`src/rtl/dsocm_bram_port_arbiter_if.sv`:
```
// rtl/dsocm_bram_port_arbiter_if.sv - requester and BRAM port bundle for the DSOCM BRAM port arbiter
interface dsocm_bram_port_arbiter_if #(
  parameter int C_PORT_DWIDTH = 32,
  parameter int C_PORT_AWIDTH = 32,
  parameter int C_NUM_WE      = 4
);
  // requester M0
  logic                     m0_req;
  logic                     m0_lock;
  logic [C_NUM_WE-1:0]      m0_we;
  logic [C_PORT_AWIDTH-1:0] m0_addr;
  logic [C_PORT_DWIDTH-1:0] m0_wrdata;
  logic                     m0_ack;
  logic [C_PORT_DWIDTH-1:0] m0_rddata;
  logic                     m0_rdvalid;
  // requester M1
  logic                     m1_req;
  logic                     m1_lock;
  logic [C_NUM_WE-1:0]      m1_we;
  logic [C_PORT_AWIDTH-1:0] m1_addr;
  logic [C_PORT_DWIDTH-1:0] m1_wrdata;
  logic                     m1_ack;
  logic [C_PORT_DWIDTH-1:0] m1_rddata;
  logic                     m1_rdvalid;
  // shared BRAM port
  logic                     bram_clk;
  logic                     bram_rst;
  logic                     bram_en;
  logic [C_NUM_WE-1:0]      bram_wen;
  logic [C_PORT_AWIDTH-1:0] bram_addr;
  logic [C_PORT_DWIDTH-1:0] bram_dout;
  logic [C_PORT_DWIDTH-1:0] bram_din;

  // requesters and the BRAM itself
  modport master (
    output m0_req, m0_lock, m0_we, m0_addr, m0_wrdata,
    input  m0_ack, m0_rddata, m0_rdvalid,
    output m1_req, m1_lock, m1_we, m1_addr, m1_wrdata,
    input  m1_ack, m1_rddata, m1_rdvalid,
    input  bram_clk, bram_rst, bram_en, bram_wen, bram_addr, bram_dout,
    output bram_din
  );

  // the arbiter
  modport slave (
    input  m0_req, m0_lock, m0_we, m0_addr, m0_wrdata,
    output m0_ack, m0_rddata, m0_rdvalid,
    input  m1_req, m1_lock, m1_we, m1_addr, m1_wrdata,
    output m1_ack, m1_rddata, m1_rdvalid,
    output bram_clk, bram_rst, bram_en, bram_wen, bram_addr, bram_dout,
    input  bram_din
  );
endinterface

```
`src/rtl/dsocm_bram_port_arbiter.sv`:
```
// rtl/dsocm_bram_port_arbiter.sv - round-robin arbiter with lock and watchdog sharing one DSOCM BRAM port
module dsocm_bram_port_arbiter #(
  parameter int C_PORT_DWIDTH = 32,
  parameter int C_PORT_AWIDTH = 32,
  parameter int C_NUM_WE      = 4,
  parameter int C_LOCK_MAX    = 16
) (
  input logic i_clk,
  input logic i_rst_n,
  dsocm_bram_port_arbiter_if.slave bus
);
  localparam int CW = $clog2(C_LOCK_MAX + 1);
  localparam logic [CW-1:0] LP_CNT_ONE   = CW'(1);
  localparam logic [CW-1:0] LP_CNT_FORCE = CW'(C_LOCK_MAX - 1);
  // a single-grant lock budget means a lock can never actually be held
  localparam logic LP_CAN_LOCK = (C_LOCK_MAX > 1);

  typedef enum logic [1:0] {S_IDLE, S_LOCK0, S_LOCK1} state_t;

  state_t                   r_state;
  logic                     r_rr;        // 0 favours M0, 1 favours M1
  logic [CW-1:0]            r_cnt;
  logic                     r_bram_en;
  logic [C_NUM_WE-1:0]      r_bram_wen;
  logic [C_PORT_AWIDTH-1:0] r_bram_addr;
  logic [C_PORT_DWIDTH-1:0] r_bram_dout;
  logic                     r_t1_rd;     // read issued to BRAM this cycle
  logic                     r_t1_own;    // owner of that read (1 = M1)
  logic                     r_m0_rdvalid;
  logic                     r_m1_rdvalid;

  logic                     w_grant0;
  logic                     w_grant1;
  logic                     w_any;
  logic                     w_gnt_lock;
  logic                     w_forced;
  logic [C_NUM_WE-1:0]      w_we;

  // pick at most one winner; a locked state only ever serves its owner
  always_comb begin
    w_grant0 = 1'b0;
    w_grant1 = 1'b0;
    case (r_state)
      S_IDLE: begin
        if (bus.m0_req && bus.m1_req) begin
          w_grant0 = !r_rr;
          w_grant1 = r_rr;
        end else begin
          w_grant0 = bus.m0_req;
          w_grant1 = bus.m1_req;
        end
      end
      S_LOCK0: w_grant0 = bus.m0_req;
      S_LOCK1: w_grant1 = bus.m1_req;
      default: ;
    endcase
  end

  assign w_any      = w_grant0 | w_grant1;
  assign w_gnt_lock = w_grant1 ? bus.m1_lock : bus.m0_lock;
  assign w_we       = w_grant1 ? bus.m1_we : bus.m0_we;
  // this grant is the last one the lock budget allows
  assign w_forced   = (r_cnt >= LP_CNT_FORCE);

  // ownership FSM: round-robin pointer, lock tracking and watchdog release
  always_ff @(posedge i_clk or negedge i_rst_n) begin
    if (!i_rst_n) begin
      r_state <= S_IDLE;
      r_rr    <= 1'b0;
      r_cnt   <= '0;
    end else begin
      case (r_state)
        S_IDLE: begin
          if (w_any) begin
            r_rr <= w_grant0;
            if (w_gnt_lock && LP_CAN_LOCK) begin
              r_state <= w_grant0 ? S_LOCK0 : S_LOCK1;
              r_cnt   <= LP_CNT_ONE;
            end
          end
        end
        S_LOCK0: begin
          if ((w_grant0 && (!bus.m0_lock || w_forced)) || (!bus.m0_req && !bus.m0_lock)) begin
            r_state <= S_IDLE;
            r_cnt   <= '0;
            r_rr    <= 1'b1;
          end else if (w_grant0) begin
            r_cnt <= r_cnt + LP_CNT_ONE;
          end
        end
        S_LOCK1: begin
          if ((w_grant1 && (!bus.m1_lock || w_forced)) || (!bus.m1_req && !bus.m1_lock)) begin
            r_state <= S_IDLE;
            r_cnt   <= '0;
            r_rr    <= 1'b0;
          end else if (w_grant1) begin
            r_cnt <= r_cnt + LP_CNT_ONE;
          end
        end
        default: begin
          r_state <= S_IDLE;
          r_cnt   <= '0;
        end
      endcase
    end
  end

  // BRAM port registers and the owner/read tag pipeline for the valid strobes
  always_ff @(posedge i_clk or negedge i_rst_n) begin
    if (!i_rst_n) begin
      r_bram_en    <= 1'b0;
      r_bram_wen   <= '0;
      r_bram_addr  <= '0;
      r_bram_dout  <= '0;
      r_t1_rd      <= 1'b0;
      r_t1_own     <= 1'b0;
      r_m0_rdvalid <= 1'b0;
      r_m1_rdvalid <= 1'b0;
    end else begin
      r_bram_en    <= w_any;
      r_bram_wen   <= w_any ? w_we : '0;
      if (w_any) begin
        r_bram_addr <= w_grant1 ? bus.m1_addr : bus.m0_addr;
        r_bram_dout <= w_grant1 ? bus.m1_wrdata : bus.m0_wrdata;
      end
      r_t1_rd      <= w_any && (w_we == '0);
      r_t1_own     <= w_grant1;
      r_m0_rdvalid <= r_t1_rd && !r_t1_own;
      r_m1_rdvalid <= r_t1_rd && r_t1_own;
    end
  end

  assign bus.m0_ack     = w_grant0;
  assign bus.m1_ack     = w_grant1;
  assign bus.m0_rddata  = bus.bram_din;
  assign bus.m1_rddata  = bus.bram_din;
  assign bus.m0_rdvalid = r_m0_rdvalid;
  assign bus.m1_rdvalid = r_m1_rdvalid;
  assign bus.bram_clk   = i_clk;
  assign bus.bram_rst   = 1'b0;
  assign bus.bram_en    = r_bram_en;
  assign bus.bram_wen   = r_bram_wen;
  assign bus.bram_addr  = r_bram_addr;
  assign bus.bram_dout  = r_bram_dout;
endmodule

```
`src/flat_wrapper.sv`:
```
// flat-port wrapper written by rule: the top's interface ports become plain ports
module dsocm_bram_port_arbiter_flat 
#(
  parameter int C_PORT_DWIDTH = 32,
  parameter int C_PORT_AWIDTH = 32,
  parameter int C_NUM_WE      = 4,
  parameter int C_LOCK_MAX    = 16
)
  (i_clk, i_rst_n, bus_m0_req, bus_m0_lock, bus_m0_we, bus_m0_addr, bus_m0_wrdata, bus_m0_ack, bus_m0_rddata, bus_m0_rdvalid, bus_m1_req, bus_m1_lock, bus_m1_we, bus_m1_addr, bus_m1_wrdata, bus_m1_ack, bus_m1_rddata, bus_m1_rdvalid, bus_bram_clk, bus_bram_rst, bus_bram_en, bus_bram_wen, bus_bram_addr, bus_bram_dout, bus_bram_din);
  dsocm_bram_port_arbiter_if #(.C_PORT_DWIDTH(C_PORT_DWIDTH), .C_PORT_AWIDTH(C_PORT_AWIDTH), .C_NUM_WE(C_NUM_WE)) bus_i ();
  input logic i_clk;
  input logic i_rst_n;
  input wire logic [$bits(bus_i.m0_req)-1:0] bus_m0_req;
  input wire logic [$bits(bus_i.m0_lock)-1:0] bus_m0_lock;
  input wire logic [$bits(bus_i.m0_we)-1:0] bus_m0_we;
  input wire logic [$bits(bus_i.m0_addr)-1:0] bus_m0_addr;
  input wire logic [$bits(bus_i.m0_wrdata)-1:0] bus_m0_wrdata;
  output wire logic [$bits(bus_i.m0_ack)-1:0] bus_m0_ack;
  output wire logic [$bits(bus_i.m0_rddata)-1:0] bus_m0_rddata;
  output wire logic [$bits(bus_i.m0_rdvalid)-1:0] bus_m0_rdvalid;
  input wire logic [$bits(bus_i.m1_req)-1:0] bus_m1_req;
  input wire logic [$bits(bus_i.m1_lock)-1:0] bus_m1_lock;
  input wire logic [$bits(bus_i.m1_we)-1:0] bus_m1_we;
  input wire logic [$bits(bus_i.m1_addr)-1:0] bus_m1_addr;
  input wire logic [$bits(bus_i.m1_wrdata)-1:0] bus_m1_wrdata;
  output wire logic [$bits(bus_i.m1_ack)-1:0] bus_m1_ack;
  output wire logic [$bits(bus_i.m1_rddata)-1:0] bus_m1_rddata;
  output wire logic [$bits(bus_i.m1_rdvalid)-1:0] bus_m1_rdvalid;
  output wire logic [$bits(bus_i.bram_clk)-1:0] bus_bram_clk;
  output wire logic [$bits(bus_i.bram_rst)-1:0] bus_bram_rst;
  output wire logic [$bits(bus_i.bram_en)-1:0] bus_bram_en;
  output wire logic [$bits(bus_i.bram_wen)-1:0] bus_bram_wen;
  output wire logic [$bits(bus_i.bram_addr)-1:0] bus_bram_addr;
  output wire logic [$bits(bus_i.bram_dout)-1:0] bus_bram_dout;
  input wire logic [$bits(bus_i.bram_din)-1:0] bus_bram_din;
  assign bus_i.m0_req = bus_m0_req;
  assign bus_i.m0_lock = bus_m0_lock;
  assign bus_i.m0_we = bus_m0_we;
  assign bus_i.m0_addr = bus_m0_addr;
  assign bus_i.m0_wrdata = bus_m0_wrdata;
  assign bus_m0_ack = bus_i.m0_ack;
  assign bus_m0_rddata = bus_i.m0_rddata;
  assign bus_m0_rdvalid = bus_i.m0_rdvalid;
  assign bus_i.m1_req = bus_m1_req;
  assign bus_i.m1_lock = bus_m1_lock;
  assign bus_i.m1_we = bus_m1_we;
  assign bus_i.m1_addr = bus_m1_addr;
  assign bus_i.m1_wrdata = bus_m1_wrdata;
  assign bus_m1_ack = bus_i.m1_ack;
  assign bus_m1_rddata = bus_i.m1_rddata;
  assign bus_m1_rdvalid = bus_i.m1_rdvalid;
  assign bus_bram_clk = bus_i.bram_clk;
  assign bus_bram_rst = bus_i.bram_rst;
  assign bus_bram_en = bus_i.bram_en;
  assign bus_bram_wen = bus_i.bram_wen;
  assign bus_bram_addr = bus_i.bram_addr;
  assign bus_bram_dout = bus_i.bram_dout;
  assign bus_i.bram_din = bus_bram_din;
  dsocm_bram_port_arbiter #(.C_PORT_DWIDTH(C_PORT_DWIDTH), .C_PORT_AWIDTH(C_PORT_AWIDTH), .C_NUM_WE(C_NUM_WE), .C_LOCK_MAX(C_LOCK_MAX)) u_core (.i_clk(i_clk), .i_rst_n(i_rst_n), .bus(bus_i));
endmodule
```
`config.mk`:
```
export PLATFORM = sky130hd
export DESIGN_NAME = dsocm_bram_port_arbiter_flat
export DESIGN_NICKNAME = d
export VERILOG_FILES = /design/src/rtl/dsocm_bram_port_arbiter_if.sv /design/src/rtl/dsocm_bram_port_arbiter.sv /design/src/flat_wrapper.sv
export SDC_FILE = /design/constraint.sdc
export NUM_CORES = 1
export LEC_CHECK = 0
export CORE_AREA = 2 2 120 122
export CTS_BUF_LIST = sky130_fd_sc_hd__clkbuf_2 sky130_fd_sc_hd__clkbuf_4 sky130_fd_sc_hd__clkbuf_8
export CTS_CLUSTER_DIAMETER = 100
export DETAILED_ROUTE_END_ITERATION = 12
export DIE_AREA = 0 0 122 124
export PLACE_DENSITY = 0.82
export SLEW_MARGIN = 20
export SYNTH_ARGS = -nofsm -noshare
export SYNTH_HDL_FRONTEND = slang
export SYNTH_SLANG_ARGS = --single-unit
export TNS_END_PERCENT = 50
```
`constraint.sdc`:
```
create_clock -name i_clk -period 2.9 [get_ports i_clk]
set_input_delay 0.435 -clock i_clk [delete_from_list [all_inputs] [get_ports i_clk]]
set_output_delay 0.435 -clock i_clk [all_outputs]
set_load 0.02 [all_outputs]
```
# After elaboration in Yosys (flattened, before gate mapping)
# Cells that the tools add are included.
totals:
  input_bits: 174
  mem_bits_rw: 0
  reg_bits: 81
  out_inout_bits: 139
  rom_bits: 0
  wordCells: 72
  latch_bits: 0
  mem_count: 0
op_classes:
  eq_ne: 8
  n_addsub: 1
  bitwise_logic: 1
  shifts: 0
  div_mod_pow: 0
  multipliers: 0
  order_cmp: 1
  mux: 26
  n_reduce_logical: 24
op_table:
  columns: ["cell", "count"]
  rows:
  - ["$mux 32", 2]
  - ["$mux 5", 6]
  - ["$pmux 5 s3", 1]
  - ["$reduce_and 4->1", 3]
  - ["$mux 2", 5]
  - ["$logic_and 1x1->1", 8]
  - ["$mux 4", 2]
  - ["$ne 2x1->1 const B", 4]
  - ["$logic_not 1->1", 6]
  - ["$mux 1", 6]
  - ["$ne 3x1->1 const B", 2]
  - ["$pmux 2 s3", 1]
  - ["$add 5x1->5 const B", 1]
  - ["$ge 5x4->1 const B", 1]
  - ["$logic_not 4->1", 1]
  - ["$logic_or 1x1->1", 4]
  - ["$pmux 1 s2", 2]
  - ["$pmux 1 s3", 1]
  - ["$reduce_bool 3->1", 1]
  - ["$eq 2x1->1 const B", 1]
  - ["$eq 2x2->1 const B", 1]
  - ["$logic_not 2->1", 1]
  - ["$or 1x1->1", 1]

# Logic depth before layout (Yosys ltp)
# Gate-level depths: netlist of run 1.
logic_depth:
  depth_word: 7
  ltp_mapped: 9
  mapped_depth_nobuf: 7

==> results of run 1 <==
worst max path at each step:
| stage | slack [ns] | end | depth (start not counted) |
|---|---|---|---|
| finish | 0.21 | bus_m1_ack | 5 |
| detailed placement | 0.41 | bus_m0_ack | 5 |
| CTS | 0.04 | bus_m0_ack | 6 |
| global placement | 0.43 | bus_m0_ack | 5 |
| global route | 0.08 | bus_m1_ack | 5 |
| floorplan | 0.88 | bus_bram_clk | 1 |
placed cells by master, fill, tap and decap left out, drive strengths merged, types with 2 or more instances in the layout:
master and count:
inv 8, nand3 71, nand2 10, mux2i 66, o211ai 2, bufinv 3, a31oi 2, dfrtp 81
and2 2, mux2 4, ha 7, clkdlybuf4s50 212, nand2b 2, and3 2, nor3 3, nand4b 2
nor3b 2, a21oi 5, clkinvlp 2, nor2 3, buf 7, o21ai 71, clkbuf 13, o2bb2ai 2
registers in the layout, indices dropped and copies added (netlist names), 2 cells and up:
register / count
u_core.bus.bram_addr: 32
u_core.bus.bram_dout: 32
u_core.bus.bram_wen: 4
u_core.r_cnt: 5
u_core.r_state: 2
cells in the mapped netlist (all sizes together), types with 3 or more instances:
library cell | count | share of area
nand2 | 10 | 0.0088
ha | 7 | 0.019
nand3 | 71 | 0.078
o21ai | 71 | 0.078
buf | 81 | 0.14
nor3 | 3 | 0.0033
mux2i | 66 | 0.15
dfrtp | 81 | 0.45
inv | 7 | 0.0058
nor2 | 3 | 0.0030
clkbuf | 16 | 0.013
a21oi | 5 | 0.0055
mux2 | 4 | 0.0099
metrics by stage:
step / instances / utilization
after global routing: 775 / 0.482
after detailed placement: 756 / 0.460
final: 776 / 0.482
after CTS: 775 / 0.482
after global placement: 756 / 0.460
after floorplan: 453 / -
area by class of cell:
cell class              count  area, µm²
well taps                 180        225
multi-input cells         268       1830
flip-flops and latches     81       2030
repair buffers            219       2200
clock inverters             6        114
inverters                   7       26.3
diodes                      1       2.50
fillers                  1250       7100
clock buffers              14        189
timing repair:
item                                   4_1_cts  5_1_grt
gates resized for setup                      1        1
endpoints found under the hold margin        0        0
setup endpoints to repair                    1        1
setup buffers                                0        0
report_power, final:
part / total, mW / switching [mW] / internal (mW)
Clock: 1.18 / 0.475 / 0.709
Sequential: 1.96 / 0.306 / 1.65
Combinational: 3.59 / 1.91 / 1.68
metal layers:
layer	wire, µm	track usage
met2	7220	0.318
met1	5060	0.196
met4	274	0.0682
met3	1130	0.0710
met5	0	0
cell families (layout without fill, tap and decap cells):
group | count (synthesis) | count (layout)
and+or+nand+nor | 102 | 102
DFF | 81 | 81
buffers and inverters | 104 | 246
AOI/OAI and AO/OA | 88 | 88
muxes | 70 | 70
other | 1 | 2
adders and majority gates | 7 | 7
==> out/qor.yml, run 1 <==
outcome:
  status: "finished, violations left"
  violations: "negative hold slack"
sta:
  hold_violations: 7
  whs_ns: -0.00329
  worst_slack_ns: 0.207
  finalSetupViolations: 0
  maxSlewViolCount: 0
  tns_ns: 0
  max_freq_mhz: 371
  post-route-period-util: 0.929
  fin_crit_ns: 2.69
  slew-limit-headroom: 0.512
  fin_skew_ns: 0.00953
  tightest_slew_ns: 0.733
  rsz0062_at_grt: "false"
power:
  max-vdd-ir-drop_v: 0.000569
  power_density_mw_per_mm2: 1020
  power.total_mw: 6.73
  cellLeakagePower_nw: 2.95
synthesis:
  yosys_warnings: 0
  syn_area_mm2: 0.00455
  synthAdderAreaFrac: 0.0192
  synth_xor_area_frac: 0
  async_reset_ff_frac: 1.00
  avgSynthCellArea_um2: 10.1
  synth-edff-count: 0
  synth_ff_type: "dfrtp_1"
  ys_types: 43
  synth-simple-area-share: 0.116
  syn_nets: 634
  yosysSeqAreaShare: 0.445
  syn_inst: 453
  synth_seq_cells: 81
  synthMuxAreaShare: 0.155
  synth-compound-area-share: 0.109
  synth_top_family_by_area: "multiplexers"
setup_path:
  cp_slowest_cell: "clkdlybuf4s50_1"
  crit_chain: "inv_1 > ha_1 > a21oi_1 > nor2_4 > clkdlybuf4s50_1"
  crit_type: "flop to output port"
  critical-path-max-stage-delay_ns: 0.63
  ff2ff_setup_slack_ns: 0.72
  required_ns: 2.47
  r2r-end: "u_core.bus.bram_wen[1]"
  cp-startpoint: "u_core.r_state[0]"
  r2r-start: "u_core.r_state[0]"
  crit_buf_inv: 2
  worst_ep_arrival_time_ns: 2.26
  cp_max_fo: 7
  endpoint_kind: "output port"
  path_delay_family: "buffers and inverters"
  reg2reg_depth: 6
  cp-start-kind: "flop"
detailed_routing:
  avgViaCountPerCell: 5.07
  vias: 3935
  drc: 0
  drt_wl_total_um: 13700
  ant_nets: 0
  drt-pass1-iter-count: 4
  routedWlPerCell_um: 17.6
  first_iter_violations: 182
cells_and_area:
  drive_gt1_frac: 0.0571
  nets: 771
  stdcell_area_mm2: 0.00662
  area_delta_synth_final_pct: 45.4
floorplanning:
  die_h_um: 124
  die_x_um: 122
  rows: 43
  core-area_mm2: 0.0137
  start_util: 0.332
  dieArea_mm2: 0.0151
  io_pins: 313
clock_tree:
  ctsHoldBuffers: 0
  cts_tree: "yes"
  path_clk_slew_ns: 0.09
  clock_latency_ns: 0.47
place:
  placed_area_mm2: 0.00631
  pre_cts_ws_ns: 0.409
  port_buffers: 215
  dp_hpwl_um: 9880
  globalplace.congestion: 0.830
flow_run:
  max-cap-violations: 0
grt:
  grt_pass1_wl_um: 20900
  grt_max_degree: 82
  antenna_found_initial: 1
  gr-usage-all-layers: 0.180
  grt.overflow.total: 0
  grt_pass1_vias: 4043
hold_path:
  min_path_type: "primary input to async pin"
Note: power is estimated with default switching activity, not from simulation.
==> inputs of run 2 (changes only) <==
--- a/config.mk
+++ b/config.mk
@@ -8,10 +8,11 @@
 export CORE_AREA = 2 2 120 122
 export CTS_BUF_LIST = sky130_fd_sc_hd__clkbuf_2 sky130_fd_sc_hd__clkbuf_4 sky130_fd_sc_hd__clkbuf_8
 export CTS_CLUSTER_DIAMETER = 100
+export CTS_CLUSTER_SIZE = 8
 export DETAILED_ROUTE_END_ITERATION = 12
 export DIE_AREA = 0 0 122 124
 export PLACE_DENSITY = 0.82
-export SLEW_MARGIN = 20
+export SLEW_MARGIN = 0
 export SYNTH_ARGS = -nofsm -noshare
 export SYNTH_HDL_FRONTEND = slang
 export SYNTH_SLANG_ARGS = --single-unit
==> run 2 against run 1 <==
Against the previous run:
- the flow now finishes without violations
- clock skew about the same
- largest cell class unchanged
- final area about the same
- fmax about the same
==> out/qor.yml, run 2 (synthesized netlist as in run 1, its figures left out) <==
floorplanning:
  die_h_um: 124  # unchanged
  dieArea_mm2: 0.0151  # unchanged
  core-area_mm2: 0.0137  # unchanged
  io_pins: 313  # unchanged
  start_util: 0.332  # unchanged
  rows: 43  # unchanged
  die_x_um: 122  # unchanged
detailed_routing:
  vias: 3943  # was 3,935
  avgViaCountPerCell: 5.08  # was 5.07
  ant_nets: 0  # unchanged
  first_iter_violations: 182  # unchanged
  routedWlPerCell_um: 17.6  # about the same
  drt_wl_total_um: 13700  # about the same
  drc: 0  # unchanged
  drt-pass1-iter-count: 4  # unchanged
setup_path:
  r2r-end: "u_core.bus.bram_wen[1]"  # unchanged
  reg2reg_depth: 6  # unchanged
  required_ns: 2.47  # about the same
  path_delay_family: "buffers and inverters"  # unchanged
  endpoint_kind: "output port"  # unchanged
  r2r-start: "u_core.r_state[0]"  # unchanged
  cp-start-kind: "flop"  # unchanged
  cp_num_cells: 5  # unchanged
  cp_slowest_cell: "clkdlybuf4s50_1"  # unchanged
  crit_chain: "inv_1 > ha_1 > a21oi_1 > nor2_4 > clkdlybuf4s50_1"  # unchanged
  worst_ep_arrival_time_ns: 2.26  # about the same
  crit_type: "flop to output port"  # unchanged
  crit_buf_inv: 2  # unchanged
  critical-path-max-stage-delay_ns: 0.63  # about the same
  ff2ff_setup_slack_ns: 0.72  # about the same
  cp_max_fo: 7  # unchanged
place:
  globalplace.congestion: 0.830  # unchanged
  dp.cells: 756  # unchanged
  placed_area_mm2: 0.00631  # unchanged
  port_buffers: 215  # unchanged
  dp_hpwl_um: 9880  # unchanged
sta:
  tightest_slew_ns: 1.02  # was 0.733 ns
  slew-limit-headroom: 0.321  # was 0.512
  fin_crit_ns: 2.69  # about the same
  post-route-period-util: 0.929  # about the same
  rsz0062_at_grt: "false"  # unchanged
  maxSlewViolCount: 0  # unchanged
  finalSetupViolations: 0  # unchanged
  tns_ns: 0  # unchanged
  fin_skew_ns: 0.00952  # was 0.00953 ns
  max_freq_mhz: 371  # about the same
  hold_violations: 0  # was 7
grt:
  grt_max_degree: 82  # unchanged
  grt_pass1_vias: 4043  # unchanged
  gr-usage-all-layers: 0.180  # unchanged
  grt_pass1_wl_um: 20900  # unchanged
  grt.overflow.total: 0  # unchanged
  antenna_found_initial: 1  # unchanged
clock_tree:
  ctsHoldBuffers: 0  # unchanged
  clock_latency_ns: 0.47  # about the same
  path_clk_slew_ns: 0.09  # about the same
  post_cts_buffers: 0  # unchanged
  cts_tree: "yes"  # unchanged
power:
  combPwrFrac: 0.533  # about the same
  netSwitchingFraction: 0.400  # about the same
  clock_power_share: 0.176  # about the same
  p_int_mw: 4.04  # about the same
  cellLeakagePower_nw: 2.95  # about the same
  switching_power_mw: 2.69  # about the same
  power.total_mw: 6.73  # about the same
  power_density_mw_per_mm2: 1020  # about the same
  seqPwrFrac: 0.291  # about the same
  max-vdd-ir-drop_v: 0.000569  # about the same
outcome:
  status: "finished, final reports clean"  # was finished, violations left
flow_run:
  max-cap-violations: 0  # unchanged
cells_and_area:
  drive_gt1_frac: 0.0571  # unchanged
  n_fill_cell: 1251  # was 1,250
  stdcell_area_mm2: 0.00662  # about the same
  most-common-layout-cells: "212 x clkdlybuf4s50_1, 81 x dfrtp_1, 71 x nand3_1"  # unchanged
  instances_no_fill: 776  # unchanged
  area_delta_synth_final_pct: 45.3  # was 45.4%
  mostFrequentLayoutCell: "clkdlybuf4s50_1"  # unchanged
  multi_input_area_mm2: 0.00183  # unchanged
  nets: 771  # unchanged
  seqCellArea_mm2: 0.00203  # unchanged
hold_path:
  min_path_type: "primary input to async pin"  # unchanged
-- run 2: cell types whose count changed in the layout (fill, tap and decap cells not counted) --
cell and change:
buf_4 +1, buf_6 -1
-- run 2: worst register-to-register path: stages (launching register included) --
cell and delay (ns):
dfrtp_1 0.43, inv_1 0.13, ha_1 0.33, a21o_2 0.61
buf_12 0.29, nand3_1 0.15, a21oi_1 0.17
-- run 2: power groups by stage --
stage	combinational (mW)	sequential, mW	clock [mW]
after floorplan	1.60	2.53	0.0403
after global placement	3.50	1.94	0.0463
after detailed placement	3.61	1.97	0.0463
after CTS	3.62	1.96	1.23
after global routing	3.84	2.02	1.28
final	3.59	1.96	1.18
-- run 2: area by class of cell --
type / instances / share of cell area
timing repair buffer: 219 / 0.333
sequential: 81 / 0.306
multi-input combinational: 268 / 0.277
tap: 180 / 0.0340
clock buffer: 14 / 0.0286
clock inverter: 6 / 0.0172
inverter: 7 / 0.00397
antenna: 1 / 0.000378
-- run 2: worst max path at each step --
stage / from / end / slack [ns]
6_report: u_core.r_state[0] / bus_m1_ack / 0.21
5_1_grt: u_core.r_state[0] / bus_m1_ack / 0.08
4_1_cts: u_core.r_state[1] / bus_m0_ack / 0.04
3_5_place_dp: bus_m0_req / bus_m0_ack / 0.41
3_3_place_gp: bus_m0_req / bus_m0_ack / 0.43
2_1_floorplan: i_clk / bus_bram_clk / 0.88
-- run 2: through the flow --
step,util,worst slack [ns],hold slack (ns)
floorplan,-,0.881,0.139
global placement,0.460,0.434,0.407
detailed placement,0.460,0.409,0.418
CTS,0.482,0.0413,0.155
global route,0.482,0.0768,0.211
finish,0.482,0.207,0.132
-- run 2: timing repair --
action | 4_1_cts | 5_1_grt
pin swaps | 0 | 0
endpoints found under the setup margin | 1 | 1
gates resized for setup | 1 | 1
gates cloned | 0 | 0
-- run 2: layer usage --
metal / wire length [µm] / global-route usage
met4: 274 / 0.0682
met3: 1130 / 0.0710
met1: 5050 / 0.196
met2: 7230 / 0.318
met5: 0 / 0
==> inputs of run 3 (changes only) <==
--- a/config.mk
+++ b/config.mk
@@ -12,6 +12,7 @@
 export DETAILED_ROUTE_END_ITERATION = 12
 export DIE_AREA = 0 0 122 124
 export PLACE_DENSITY = 0.82
+export SKIP_LAST_GASP = 1
 export SLEW_MARGIN = 0
 export SYNTH_ARGS = -nofsm -noshare
 export SYNTH_HDL_FRONTEND = slang
==> results of run 3 <==
The final DEF is identical to that of run 2; final timing and power are the same.
==> patch 1: new RTL, flow settings as in run 2 <==
The 3 states of `state_t` get a one-hot encoding in 3 bits.
--- a/src/rtl/dsocm_bram_port_arbiter.sv
+++ b/src/rtl/dsocm_bram_port_arbiter.sv
@@ -15,7 +15,7 @@
   // a single-grant lock budget means a lock can never actually be held
   localparam logic LP_CAN_LOCK = (C_LOCK_MAX > 1);
 
-  typedef enum logic [1:0] {S_IDLE, S_LOCK0, S_LOCK1} state_t;
+  typedef enum logic [2:0] {S_IDLE = 3'b001, S_LOCK0 = 3'b010, S_LOCK1 = 3'b100} state_t;
 
   state_t                   r_state;
   logic                     r_rr;        // 0 favours M0, 1 favours M1
Behaviour: same outputs for any inputs over 4 cycles, from zero or initial values and one cycle with i_rst_n low; so few cycles prove little.
==> patch 1 against run 2 <==
Synthesized area decreased by 2.5%. Clock skew down 0.0028 ns. Sequential cell count increased by 1. Worst setup slack better by 0.059 ns. Power grew 1.0%. Critical path depth is 1 lower. Count of clock-buffer cells in the layout is the same. Cell area fell by 1.3%. Routed wire length fell by 13%.
==> patch 1: results (changes against run 2) <==
| Metric | Value |
|---|---|
| Post-CTS Resized | 0 (was 1) |
| Seq/Total Area, Yosys | 46.3% (was 44.5%) |
| Initial drt markers | 88 (was 182) |
| First-pass GRT wire length | 18300 um (was 20900 um) |
| Flop2flop setup slack | 0.52 ns (was 0.72 ns) |
| Arrival time worst endpoint | 2.20 ns (was 2.26 ns) |
| Nets | 757 (was 771) |
| Vias/cell | 4.75 (was 5.08) |
| Largest net degree at the start of global routing | 83 (was 82) |
| Top cells by count, synth | 81 x dfrtp_1, 70 x nand2_1, 70 x o21ai_0, 68 x buf_4, 65 x mux2i_1 (was 81 x dfrtp_1, 71 x nand3_1, 70 x buf_4, 66 x mux2i_1, 55 x o21ai_1) |
| Post-DP HPWL | 8840 um (was 9880 um) |
| RePlAce Congestion | 0.910 (was 0.830) |
| Hold_ws | 0.150 ns (was 0.132 ns) |
| Maximum VDD drop | 646 uV (was 569 uV) |
| Pleak | 0.00263 uW (was 0.00295 uW) |
| Top cells by area, synth | dfrtp_1 46%, mux2i_1 15%, buf_4 12% (was dfrtp_1 45%, mux2i_1 15%, buf_4 12%) |
| FF-to-FF path depth | 8 (was 6) |
| Synth top area share | 45.7% (was 44.5%) |
| Layout Skew | 0.00669 ns (was 0.00952 ns) |
| Fillers | 1252 (was 1251) |
| Synth unique cells | 44 (was 43) |
| N_diodes | 0 (was 1) |
| GR Util All Layers | 15.7% (was 18.0%) |
| Placed inst area | 0.00621 mm^2 (was 0.00631 mm^2) |
| Layout cell share with drive strength beyond 1 | 6.14% (was 5.71%) |
| Status | finished, final reports clean (unchanged) |
| Total Wirelength | 11900 um (was 13700 um) |
| Synth Net Count | 613 (was 634) |
==> patch 1: cell type report <==
| cell class | count | area (um^2) | area share [%] |
|---|---|---|---|
| tap | 180 | 225 | 3.45 |
| inverter | 7 | 27.5 | 0.422 |
| timing repair buffer | 217 | 2170 | 33.3 |
| clock buffer | 14 | 189 | 2.89 |
| clock inverter | 6 | 136 | 2.09 |
| sequential | 82 | 2050 | 31.4 |
| multi-input combinational | 260 | 1720 | 26.4 |
==> patch 1: kinds of logic after synthesis <==
family | Yosys count | synth area share [%]
flops | 82 | 46.3
other cells | 1 | 0.0845
simple gates | 97 | 10.1
fa+ha+maj | 2 | 0.564
compound gates | 92 | 12.5
mux | 68 | 15.4
buf+inv | 95 | 15.0
==> patch 1: metrics by stage <==
stage                     std cells  worst slack [ns]  util, %
after floorplan                 437             0.732        -
after global placement          747             0.341     45.3
after detailed placement        747             0.285     45.3
after CTS                       766             0.229     47.6
after global routing            766             0.135     47.6
final                           766             0.266     47.6
==> patch 1: power by group <==
part           total (uW)  internal, uW  switching, uW
clock                1260           797            461
sequential           2010          1690            319
combinational        3540          1700           1830
==> patch 1: per-layer routing <==
| layer | vias up | track usage, % | wire [um] | share of wire [%] |
|---|---|---|---|---|
| met3 | 38 | 4.99 | 1050 | 8.8 |
| li1 | 1716 | - | - | - |
| met4 | 0 | 8.33 | 326 | 2.7 |
| met2 | 179 | 26.6 | 5920 | 50 |
| met1 | 1704 | 17.6 | 4630 | 39 |
| met5 | - | 0 | 0 | 0 |
==> patch 1: worst max-delay path, stage by stage, from the launching register on <==
cell and delay (ns):
dfstp_2 0.59, and2b_1 0.18, a21oi_1 0.08, nor3_2 0.22, clkdlybuf4s50_1 0.67
==> patch 1: worst paths after layout <==
path	end	from
hold / removal	u_core.bus.bram_addr[10]	i_rst_n
setup / recovery	bus_m0_ack	u_core.r_state[0]
max in group asynchronous	u_core.bus.bram_dout[8]	i_rst_n
min in group i_clk	u_core.bus.m0_rdvalid	u_core.r_t1_own
hold reg to reg	u_core.bus.m0_rdvalid	u_core.r_t1_own
setup reg to reg	u_core.r_cnt[2]	u_core.r_cnt[0]
==> patch 2: new RTL, config.mk and constraints of run 2 <==
Without the edit above. `C_NUM_WE` is set to 4 in 3 places; all go to 2.
--- a/src/rtl/dsocm_bram_port_arbiter_if.sv
+++ b/src/rtl/dsocm_bram_port_arbiter_if.sv
@@ -2,7 +2,7 @@
 interface dsocm_bram_port_arbiter_if #(
   parameter int C_PORT_DWIDTH = 32,
   parameter int C_PORT_AWIDTH = 32,
-  parameter int C_NUM_WE      = 4
+  parameter int C_NUM_WE      = 2
 );
   // requester M0
   logic                     m0_req;
--- a/src/rtl/dsocm_bram_port_arbiter.sv
+++ b/src/rtl/dsocm_bram_port_arbiter.sv
@@ -2,7 +2,7 @@
 module dsocm_bram_port_arbiter #(
   parameter int C_PORT_DWIDTH = 32,
   parameter int C_PORT_AWIDTH = 32,
-  parameter int C_NUM_WE      = 4,
+  parameter int C_NUM_WE      = 2,
   parameter int C_LOCK_MAX    = 16
 ) (
   input logic i_clk,
--- a/src/flat_wrapper.sv
+++ b/src/flat_wrapper.sv
@@ -3,7 +3,7 @@
 #(
   parameter int C_PORT_DWIDTH = 32,
   parameter int C_PORT_AWIDTH = 32,
-  parameter int C_NUM_WE      = 4,
+  parameter int C_NUM_WE      = 2,
   parameter int C_LOCK_MAX    = 16
 )
   (i_clk, i_rst_n, bus_m0_req, bus_m0_lock, bus_m0_we, bus_m0_addr, bus_m0_wrdata, bus_m0_ack, bus_m0_rddata, bus_m0_rdvalid, bus_m1_req, bus_m1_lock, bus_m1_we, bus_m1_addr, bus_m1_wrdata, bus_m1_ack, bus_m1_rddata, bus_m1_rdvalid, bus_bram_clk, bus_bram_rst, bus_bram_en, bus_bram_wen, bus_bram_addr, bus_bram_dout, bus_bram_din);
Ports: changed (resized bus_bram_wen, bus_m0_we and bus_m1_we); port bits go from 313 to 307. The function was not compared with the original's and may differ.
==> patch 2 against run 2 <==
Power fell by 5.6%. Non-clock buffer count fell by 6. Sequential power fell by 2%. Routed wire length fell by 1.8%. Cell area fell by 3.1%. Synthesized area fell by 2.1%. Worst setup slack got worse by 0.060 ns. Sequential cell count fell by 2. Critical path type unchanged. Largest cell class unchanged.
==> patch 2: results (changes against run 2) <==
| Metric | Value |
|---|---|
| Synthesized area per cell | 10.1 um^2 (about the same) |
| Largest net degree at the start of global routing | 80 (was 82) |
| Placed inst area | 0.00616 mm^2 (was 0.00631 mm^2) |
| Vias/cell | 5.06 (was 5.08) |
| Layout cell share with drive strength beyond 1 | 6.56% (was 5.71%) |
| HP Class | input pin to async pin (unchanged) |
| Seq/Total Area, Yosys | 44.4% (was 44.5%) |
| Pleak | 0.00286 uW (was 0.00295 uW) |
| Top cells by area, synth | dfrtp_1 44%, mux2i_1 15%, buf_4 12% (was dfrtp_1 45%, mux2i_1 15%, buf_4 12%) |
| Post-CTS Resized | 0 (was 1) |
| Crit Path Max Fanout | 10 (was 7) |
| Vias | 3839 (was 3943) |
| Maximum VDD drop | 513 uV (was 569 uV) |
| First-pass GRT wire length | 20100 um (was 20900 um) |
| Synth Net Count | 619 (was 634) |
| Met2 Use GR | 30.3% (was 31.8%) |
| Top cells by count, synth | 79 x dfrtp_1, 70 x buf_4, 70 x nand3_1, 66 x mux2i_1, 50 x o21ai_0 (was 81 x dfrtp_1, 71 x nand3_1, 70 x buf_4, 66 x mux2i_1, 55 x o21ai_1) |
| RePlAce Congestion | 0.798 (was 0.830) |
| N_diodes | 0 (was 1) |
| Status | finished, final reports clean (unchanged) |
| Pre-CTS WS | 0.391 ns (was 0.409 ns) |
| Hold_ws | 0.100 ns (was 0.132 ns) |
| Cells after DPL | 740 (was 756) |
| Flop2flop setup slack | 0.70 ns (was 0.72 ns) |
| Grt met1 use | 18.8% (was 19.6%) |
| Post-DP HPWL | 9410 um (was 9880 um) |
| Synth unique cells | 40 (was 43) |
| Reg2reg end | u_core.r_t1_rd (was u_core.bus.bram_wen[1]) |
| GR Util met3 | 5.17% (was 7.10%) |
| CP max stage delay | 0.62 ns |
| Drt wl/cell | 17.7 um (was 17.6 um) |
| Initial antenna violation count | 0 (was 1) |
| Vias in the first global route | 3976 (was 4043) |
| Layout Skew | 0.00854 ns (was 0.00952 ns) |
| Slew at the pin with the worst max-slew slack | 1.04 ns (was 1.02 ns) |
| GR Util All Layers | 17.6% (was 18.0%) |
| Arrival time worst endpoint | 2.32 ns (was 2.26 ns) |
| Nets | 751 (was 771) |
| Setup WS post-layout | 0.147 ns (was 0.207 ns) |
==> patch 2: cell types whose count changed after synthesis, moves of 4 or more <==
cell / change
a21oi_1: -4
o21ai_0: +34
o21ai_1: -37
nor2_1: +6
==> patch 2: cells by family (layout without fill, tap and decap cells) <==
family,count (synthesis),in the layout,share of synthesized area [%]
compound gates,85,85,11.3
fa+ha+maj,7,7,1.97
buf+inv,103,240,15.4
flops,79,79,44.4
mux,70,70,15.8
other cells,1,1,0.0841
simple gates,97,97,11.1
==> patch 2: area by class of cell <==
cell class	instances	area (um^2)
fillers	1293	7310
repair buffers	213	2120
flip-flops and latches	79	1980
multi-input cells	260	1800
well taps	180	225
clock buffers	15	203
clock inverters	5	56.3
inverters	7	26.3
==> patch 2: worst max-delay path, delay by kind of cell, from the launching register on <==
kind	cells	cell delay, ns
flip-flops	1	0.42
AO/OA/AOI/OAI	2	0.31
buffers and inverters	3	0.83
adder cells (fa/ha/maj)	1	0.29
==> patch 2: per-layer routing <==
metal	wire (um)	vias to the layer above
li1	-	1750
met1	4840	1842
met2	6840	203
met3	1260	44
met4	499	0
met5	0	-
==> patch 2: worst max path at each step <==
stage                       from      endpoint  cells past startpoint
2_1_floorplan              i_clk  bus_bram_clk                      1
3_3_place_gp          bus_m0_req    bus_m1_ack                      5
3_5_place_dp          bus_m0_req    bus_m1_ack                      5
4_1_cts        u_core.r_state[0]    bus_m0_ack                      6
5_1_grt        u_core.r_state[0]    bus_m0_ack                      6
6_report       u_core.r_state[0]    bus_m0_ack                      6
==> patch 2: report_power, final <==
group          leakage, uW  switching (uW)  internal [uW]
logic              0.00176            1810           1610
registers         0.000974             306           1610
clock network     0.000131             469            555
